## src/rtl/des_pkg.sv

```systemverilog
// rtl/des_pkg.sv - DES permutation tables, S-box ROMs and round helper functions
package des_pkg;

   // Tables use DES numbering: entry value 1 is the MSB of the source word.
   localparam int E_TAB [48] = '{
      32,  1,  2,  3,  4,  5,  4,  5,  6,  7,  8,  9,
       8,  9, 10, 11, 12, 13, 12, 13, 14, 15, 16, 17,
      16, 17, 18, 19, 20, 21, 20, 21, 22, 23, 24, 25,
      24, 25, 26, 27, 28, 29, 28, 29, 30, 31, 32,  1};

   localparam int P_TAB [32] = '{
      16,  7, 20, 21, 29, 12, 28, 17,  1, 15, 23, 26,  5, 18, 31, 10,
       2,  8, 24, 14, 32, 27,  3,  9, 19, 13, 30,  6, 22, 11,  4, 25};

   localparam int PC2_TAB [48] = '{
      14, 17, 11, 24,  1,  5,  3, 28, 15,  6, 21, 10,
      23, 19, 12,  4, 26,  8, 16,  7, 27, 20, 13,  2,
      41, 52, 31, 37, 47, 55, 30, 40, 51, 45, 33, 48,
      44, 49, 39, 56, 34, 53, 46, 42, 50, 36, 29, 32};

   // One nibble per entry, row-major (row*16 + col), entry 0 in the top nibble.
   localparam logic [255:0] SBOX [8] = '{
      256'hE4D12FB83A6C5907_0F74E2D1A6CB9538_41E8D62BFC973A50_FC8249175B3EA06D,
      256'hF18E6B34972DC05A_3D47F28EC01A69B5_0E7BA4D158C6932F_D8A13F42B67C05E9,
      256'hA09E63F51DC7B428_D709346A285ECBF1_D6498F30B12C5AE7_1AD069874FE3B52C,
      256'h7DE3069A1285BC4F_D8B56F03472C1AE9_A690CB7DF13E5284_3F06A1D8945BC72E,
      256'h2C417AB6853FD0E9_EB2C47D150FA3986_421BAD78F9C5630E_B8C71E2D6F09A453,
      256'hC1AF92680D34E75B_AF427C9561DE0B38_9EF528C3704A1DB6_432C95FABE17608D,
      256'h4B2EF08D3C975A61_D0B7491AE35C2F86_14BDC37EAF680592_6BD814A7950FE23C,
      256'hD2846FB1A93E50C7_1FD8A374C56B0E92_7B419CE206ADF358_21E74A8DFC90356B};

   // Right-rotation applied to C/D before decrypt round i.
   localparam logic [1:0] RSH [16] = '{
      2'd0, 2'd1, 2'd2, 2'd2, 2'd2, 2'd2, 2'd2, 2'd2,
      2'd1, 2'd2, 2'd2, 2'd2, 2'd2, 2'd2, 2'd2, 2'd1};

   function automatic logic [47:0] e_expand(input logic [31:0] r);
      logic [47:0] o;
      for (int j = 0; j < 48; j++) o[47-j] = r[32-E_TAB[j]];
      return o;
   endfunction

   function automatic logic [31:0] p_perm(input logic [31:0] s);
      logic [31:0] o;
      for (int j = 0; j < 32; j++) o[31-j] = s[32-P_TAB[j]];
      return o;
   endfunction

   function automatic logic [47:0] pc2(input logic [27:0] c, input logic [27:0] d);
      logic [55:0] cd;
      logic [47:0] o;
      cd = {c, d};
      for (int j = 0; j < 48; j++) o[47-j] = cd[56-PC2_TAB[j]];
      return o;
   endfunction

   function automatic logic [3:0] sbox(input logic [2:0] idx, input logic [5:0] six);
      logic [5:0]   n;
      logic [255:0] sh;
      n  = {six[5], six[0], six[4:1]};
      sh = SBOX[idx] >> {6'd63 - n, 2'b00};
      return sh[3:0];
   endfunction

   function automatic logic [31:0] f_round(input logic [31:0] r32, input logic [47:0] k48);
      logic [47:0] x;
      logic [31:0] s;
      x = e_expand(r32) ^ k48;
      for (int g = 0; g < 8; g++) s[31-4*g -: 4] = sbox(3'(g), x[47-6*g -: 6]);
      return p_perm(s);
   endfunction

   function automatic logic [27:0] rotr28(input logic [27:0] x, input logic [1:0] amt);
      logic [27:0] o;
      case (amt)
         2'd1:    o = {x[0], x[27:1]};
         2'd2:    o = {x[1:0], x[27:2]};
         default: o = x;
      endcase
      return o;
   endfunction

endpackage

```

## src/rtl/des_f_func.sv

```systemverilog
// rtl/des_f_func.sv - combinational DES f-function: E, key mix, S-boxes, P
module des_f_func
   import des_pkg::*;
(
   input  logic [31:0] r,
   input  logic [47:0] k,
   output logic [31:0] f
);

   logic [47:0] x;
   logic [31:0] s;

   assign x = e_expand(r) ^ k;

   for (genvar g = 0; g < 8; g++) begin : g_sbox
      assign s[31-4*g -: 4] = sbox(3'(g), x[47-6*g -: 6]);
   end

   assign f = p_perm(s);

endmodule

```

## src/rtl/des_decrypt_rounds.sv

```systemverilog
// rtl/des_decrypt_rounds.sv - iterative 16-round DES decrypt Feistel core with ap_ctrl_hs handshake
module des_decrypt_rounds
   import des_pkg::*;
#(
   parameter int NUM_ROUNDS = 16
) (
   input  logic        ap_clk,
   input  logic        ap_rst_n,
   input  logic        ap_start,
   output logic        ap_done,
   output logic        ap_idle,
   output logic        ap_ready,
   input  logic [27:0] C,
   input  logic [27:0] D,
   input  logic [31:0] L,
   input  logic [31:0] R,
   output logic [63:0] ap_return
);

   localparam logic [1:0] S_IDLE = 2'd0;
   localparam logic [1:0] S_RUN  = 2'd1;
   localparam logic [1:0] S_DONE = 2'd2;

   logic [1:0]  state;
   logic [3:0]  rnd;
   logic [27:0] c_reg, d_reg;
   logic [31:0] l_reg, r_reg;
   logic [31:0] f_out;
   logic [47:0] subkey;
   logic [1:0]  rot_amt;
   logic        last_rnd;

   assign subkey   = pc2(c_reg, d_reg);
   assign last_rnd = (rnd == 4'(NUM_ROUNDS - 1));
   // The extra single step after the last round closes the 28-bit cycle back to C0/D0.
   assign rot_amt  = last_rnd ? 2'd1 : RSH[rnd + 4'd1];

   des_f_func u_f (
      .r (r_reg),
      .k (subkey),
      .f (f_out)
   );

   always_ff @(posedge ap_clk or negedge ap_rst_n) begin
      if (!ap_rst_n) begin
         state     <= S_IDLE;
         rnd       <= 4'd0;
         c_reg     <= 28'd0;
         d_reg     <= 28'd0;
         l_reg     <= 32'd0;
         r_reg     <= 32'd0;
         ap_return <= 64'd0;
      end else begin
         case (state)
            S_IDLE: begin
               if (ap_start) begin
                  c_reg <= C;
                  d_reg <= D;
                  l_reg <= L;
                  r_reg <= R;
                  rnd   <= 4'd0;
                  state <= S_RUN;
               end
            end
            S_RUN: begin
               l_reg <= r_reg;
               r_reg <= l_reg ^ f_out;
               c_reg <= rotr28(c_reg, rot_amt);
               d_reg <= rotr28(d_reg, rot_amt);
               rnd   <= rnd + 4'd1;
               if (last_rnd) begin
                  ap_return <= {l_reg ^ f_out, r_reg};
                  rnd       <= 4'd0;
                  state     <= S_DONE;
               end
            end
            S_DONE: state <= S_IDLE;
            default: state <= S_IDLE;
         endcase
      end
   end

   assign ap_idle  = (state == S_IDLE);
   assign ap_done  = (state == S_DONE);
   assign ap_ready = (state == S_DONE);

endmodule

```

## config.mk

```make
export PLATFORM = sky130hd
export DESIGN_NAME = des_decrypt_rounds
export DESIGN_NICKNAME = d
export VERILOG_FILES = /design/src/rtl/des_pkg.sv /design/src/rtl/des_f_func.sv /design/src/rtl/des_decrypt_rounds.sv
export SDC_FILE = /design/constraint.sdc
export NUM_CORES = 1
export LEC_CHECK = 0
export CORE_UTILIZATION = 35
export CTS_BUF_LIST = sky130_fd_sc_hd__clkbuf_8
export DETAILED_ROUTE_END_ITERATION = 8
export GPL_TIMING_DRIVEN = 0
export HOLD_SLACK_MARGIN = 0.02
export SLEW_MARGIN = 20
export SYNTH_ARGS = -nofsm -noshare
export SYNTH_HDL_FRONTEND = slang
export SYNTH_HIERARCHICAL = 1
export SYNTH_SLANG_ARGS = --single-unit
export TNS_END_PERCENT = 30
```

## constraint.sdc

```tcl
create_clock -name ap_clk -period 4.25 [get_ports ap_clk]
set_clock_uncertainty 0.2 [all_clocks]
set_input_delay 1.275 -clock ap_clk [delete_from_list [all_inputs] [get_ports ap_clk]]
set_output_delay 1.275 -clock ap_clk [all_outputs]
set_load 0.01 [all_outputs]
```

==> results_dict.tcl, run 1 <==
set metrics [dict create \
    cts-resized-gates 1 \
    clock_path_buffers 2 \
    status "finished, final reports clean" \
    postCtsSetupRepairBufs 0 \
    required_ps 4480 \
    largest_register_ffs 64 \
    setup_viol 0 \
    ant_nets 0 \
    hold_class "register to register" \
    cts_sinks 190 \
    slew_headroom 0.233 \
    nets 2014 \
    root_buffer "clkbuf_8" \
    rows 73 \
    critical_path_class "register to register" \
    layout.cells.non_filler 2364 \
    synthCells 1616 \
    crit_arrival_ps 4290 \
    ys_dominant_reg_cell "dfrtp_1" \
    cts_hold_buffers 0 \
    io_buffer_count 189 \
    drt_iter0_markers 1255 \
    syn_nets 1804 \
    clk_latency_ps 520 \
    path_buf_inv 1 \
    postLayoutCoreUtil 0.431 \
    vias 13400 \
    fillers 3948 \
    synthTopCellsByArea "dfrtp_1, ha_1, a21oi_1" \
    ys_ff_latch 190 \
    die_h_um 204 \
    dr.pass1.iters 6 \
    synth-edff-count 0 \
    core_area_mm2 0.0399 \
    h-tree-depth 4 \
    mostFrequentLayoutCells "dfrtp_1, clkdlybuf4s50_1, nand2_1" \
    globalRouteOverflowTotal 0 \
    worst_pin_slew_ps 1140 \
    die_w_um 204 \
    slowest_stage "o21ai_0" \
    async_reset_ff_frac 1.00 \
    drt-wirelength-per-cell_um 21.7 \
    antenna_cells 0 \
    finalHoldViolations 0 \
    grt_max_degree 76 \
    rsz0062_at_grt "no" \
    yosysTopAreaCellShare 0.335 \
    path_cells "xnor2_2, ha_1, clkbuf_1, nor2_1, o32ai_1, a222oi_1, o21ai_0, xnor2_1, nor2_1, a21oi_1, o21ai_0" \
    post-route-period-util 0.954 \
    grt_pass1_vias 12900 \
    place.gp.congestion 0.951 \
    final_common_cell "dfrtp_1" \
    cts.clk_slew.worst_paths_ps 110 \
    syn_area_mm2 0.0142 \
    grt_usage 0.251 \
    ys_seq_area_frac 0.335 \
    initial_utilization 0.356 \
    syn_area_per_cell_um2 8.79 \
    numCtsBuffers 17 \
    min_period_ps 4060 \
    grt_pass1_wl_um 79400 \
    max_clock_freq_mhz 247 \
    io_pins 190 \
    drive_gt1_frac 0.0984 \
    synth_area_leader_cell "dfrtp_1" \
    syn_to_final_growth_pct 21.0 \
    antenna_found_initial 1 \
    yosys_warnings 6 \
    drc_errors 0 \
    slowest_delay_ps 910 \
    dp_slack_ps -245 \
    startpoint_type "register" \
    final_max_slew_viol_count 0 \
    cp_max_fo 12 \
    die-area_mm2 0.0414 \
    maxCapViolations 0 \
    wirelength_um 51400 \
    ys_types 86 \
    end_kind "register" \
    dp_hpwl_um 39000 \
    worst_slack_ps 195 \
    tritoncts "built" \
    placed_cells 2332 \
    via_per_inst 5.67 \
    cp_top_family "compound AO/OA/AOI/OAI gates" \
]
[per-stage QoR]
stage,instance area [um^2],TNS [ps],hold slack (ps)
floorplan,14200,0,280
global placement,16800,-1273330,293
detailed placement,16800,-4890,294
CTS,17200,0,319
global route,17200,0,330
finish,17200,0,315
[routing by layer]
metal  routed length (um)  up-vias  share of wire  global-route usage
li1                     -     6213              -                   -
met1                23500     6656           0.46               0.350
met2                24100      469           0.47               0.409
met5                    0        -              0                   0
met4                 1120        0          0.022              0.0669
met3                 2600       60          0.051              0.0313
[worst register-to-register path: cells and delay by family (launching register included)]
family	cells	cell delay, ps
adder cells (fa/ha/maj)	1	210
AO/OA/AOI/OAI	5	1620
XOR/XNOR	2	870
AND/OR/NAND/NOR	2	290
flip-flops	1	500
buffers and inverters	1	290
[kinds of logic (layout without fill, tap and decap cells)]
family          count (synthesis)  after routing  synth area share
mux                           130            130             0.116
compound gates                484            484             0.208
fa+ha+maj                      65             65            0.0572
xor+xnor                      125            125            0.0881
simple gates                  470            470             0.144
buf+inv                       152            375            0.0521
flops                         190            190             0.335
[cell type report]
class / count / area, um^2 / area share
flip-flops and latches: 190 / 4750 / 0.276
repair buffers: 191 / 1950 / 0.113
plain buffers: 116 / 606 / 0.0352
well taps: 525 / 657 / 0.0382
clock inverters: 15 / 138 / 0.00800
multi-input cells: 1274 / 8720 / 0.507
inverters: 36 / 135 / 0.00786
clock buffers: 17 / 234 / 0.0136
[cell usage after synthesis, types with 27 or more instances]
library cell,instances
dfrtp_1,190
nand2_1,178
nor2_1,159
a21oi_1,158
o21ai_0,96
mux2i_1,74
xnor2_1,74
ha_1,65
and3_1,57
clkbuf_1,53
a31oi_1,52
o21ai_1,45
inv_1,34
buf_2,33
xor2_1,33
mux2_2,32
nand3_1,27
[path summary, 6_finish.rpt]
path | startpoint | end | slack [ps] | cells past startpoint
setup / recovery | r_reg[4] | r_reg[25] | 190 | 11
hold / removal | ap_return[12] | ap_return[12] | 310 | 1
setup reg to reg | r_reg[4] | r_reg[25] | 190 | 11
hold reg to reg | ap_return[12] | ap_return[12] | 310 | 1
max in group asynchronous | ap_rst_n | ap_return[15] | 2610 | 2
min in group asynchronous | ap_rst_n | d_reg[26] | 480 | 1
Power of run 1 is not shown: default switching activity piles up to over one toggle a cycle in this logic, so the estimate is an artifact.
==> run 2, diff against run 1 <==
- ABC_AREA: not set -> 0
- CORE_UTILIZATION: 35 -> 55
- PLACE_DENSITY: not set -> 0.8
==> results_dict.tcl, run 2 (synthesized netlist as in run 1, its figures left out) <==
set metrics [dict create \
    via_per_inst 6.26 \
    cts_hold_buffers 0 \
    seqCellArea_mm2 0.00475 \
    die_w_um 163 \
    h-tree-depth 4 \
    drc_errors 0 \
    ant_nets 0 \
    wirelength_um 46100 \
    finalHoldViolations 0 \
    clock_path_buffers 2 \
    place.gp.congestion 0.955 \
    final_common_cell "dfrtp_1" \
    drt-wirelength-per-cell_um 21.3 \
    grt_pass1_vias 12400 \
    largest_register_ffs 64 \
    vias 13600 \
    final_max_slew_viol_count 0 \
    cts-resized-gates 0 \
    reg2regPathDepth 11 \
    layout.cells.non_filler 2169 \
    crit_end "r_reg[9]" \
    dp_hpwl_um 34700 \
    hold_class "register to register" \
    rows 58 \
    max_clock_freq_mhz 255 \
    postLayoutCellArea_mm2 0.0170 \
    finalSetupTns_ps 0 \
    nets 2014 \
    multi_input_area_mm2 0.00873 \
    critical_path_class "register to register" \
    grt_usage 0.350 \
    clk_latency_ps 490 \
    drt_iter0_markers 2000 \
    initial_utilization 0.563 \
    hold_depth 1 \
    r2r-start "c_reg[4]" \
    required_ps 4400 \
    place_area_mm2 0.0166 \
    antenna_found_initial 0 \
    antenna_cells 0 \
    maxCapViolations 0 \
    min_period_ps 3920 \
    syn_to_final_growth_pct 19.4 \
    core_area_mm2 0.0253 \
    numCtsBuffers 17 \
    die-area_mm2 0.0265 \
    mostFrequentLayoutCells "dfrtp_1, clkdlybuf4s50_1, nand2_1" \
    post-route-period-util 0.922 \
    die_h_um 163 \
    cts_sinks 190 \
    globalRouteOverflowTotal 0 \
    io_pins 190 \
    drive_gt1_frac 0.0984 \
    grt_pass1_wl_um 70900 \
    dr.pass1.iters 5 \
    worstSetupStartpoint "c_reg[4]" \
    grt_max_degree 94 \
    worst_pin_slew_ps 1220 \
    root_buffer "clkbuf_8" \
    setup_viol 0 \
    slew_headroom 0.183 \
    startpoint_type "register" \
    io_buffer_count 189 \
    fillers 2092 \
    rsz0062_at_grt "no" \
    crit_arrival_ps 4070 \
    end_kind "register" \
    status "finished, final reports clean" \
    tritoncts "built" \
    ff2ff_setup_slack_ps 330 \
    cp_max_fo 10 \
    postCtsSetupRepairBufs 0 \
    placed_cells 2137 \
    cts.clk_slew.worst_paths_ps 100 \
    r2r-end "r_reg[9]" \
]
## run 2: cell count changes in the layout (fill, tap and decap cells not counted), sizes merged
cell | previous run | this run
clkinv | 5 | 6
clkinvlp | 3 | 1
inv | 42 | 43
## run 2: through the flow
stage / util / hold WS, ps / worst slack, ps
global placement: 0.654 / 290 / -6390
global route: 0.672 / 333 / 106
finish: 0.672 / 316 / 332
CTS: 0.671 / 318 / 219
floorplan: - / 280 / 1260
detailed placement: 0.656 / 295 / 1.78
## run 2: area by class of cell
cell class / count / share of cell area
tap: 330 / 0.0243
sequential: 190 / 0.280
multi-input combinational: 1274 / 0.515
clock buffer: 17 / 0.0138
buffer: 116 / 0.0357
timing repair buffer: 191 / 0.115
clock inverter: 15 / 0.00819
inverter: 36 / 0.00797
## run 2: routing by layer
layer / track usage / vias to the layer above / part of all wire
li1: - / 6208 / -
met5: 0 / - / 0
met3: 0.0553 / 95 / 0.085
met2: 0.542 / 709 / 0.46
met4: 0.141 / 0 / 0.036
met1: 0.490 / 6568 / 0.42
## run 2: worst min path at each step
| stage | start | to |
|---|---|---|
| floorplan | d_reg[2] | d_reg[2] |
| global placement | ap_return[15] | ap_return[15] |
| detailed placement | ap_return[28] | ap_return[28] |
| CTS | ap_return[14] | ap_return[14] |
| global route | ap_return[11] | ap_return[11] |
| finish | ap_return[19] | ap_return[19] |
## run 2: critical path, cell delays in order (launching register included)
cell and delay (ps):
dfrtp_1 440, xor2_1 750, inv_1 330, ha_1 330, mux4_2 450, nor2_1 110, a311oi_1 60, a21oi_1 530
xnor2_1 230, nor2_1 60, a21oi_1 190, o21ai_0 100
Power of run 2 is left out for the same reason.
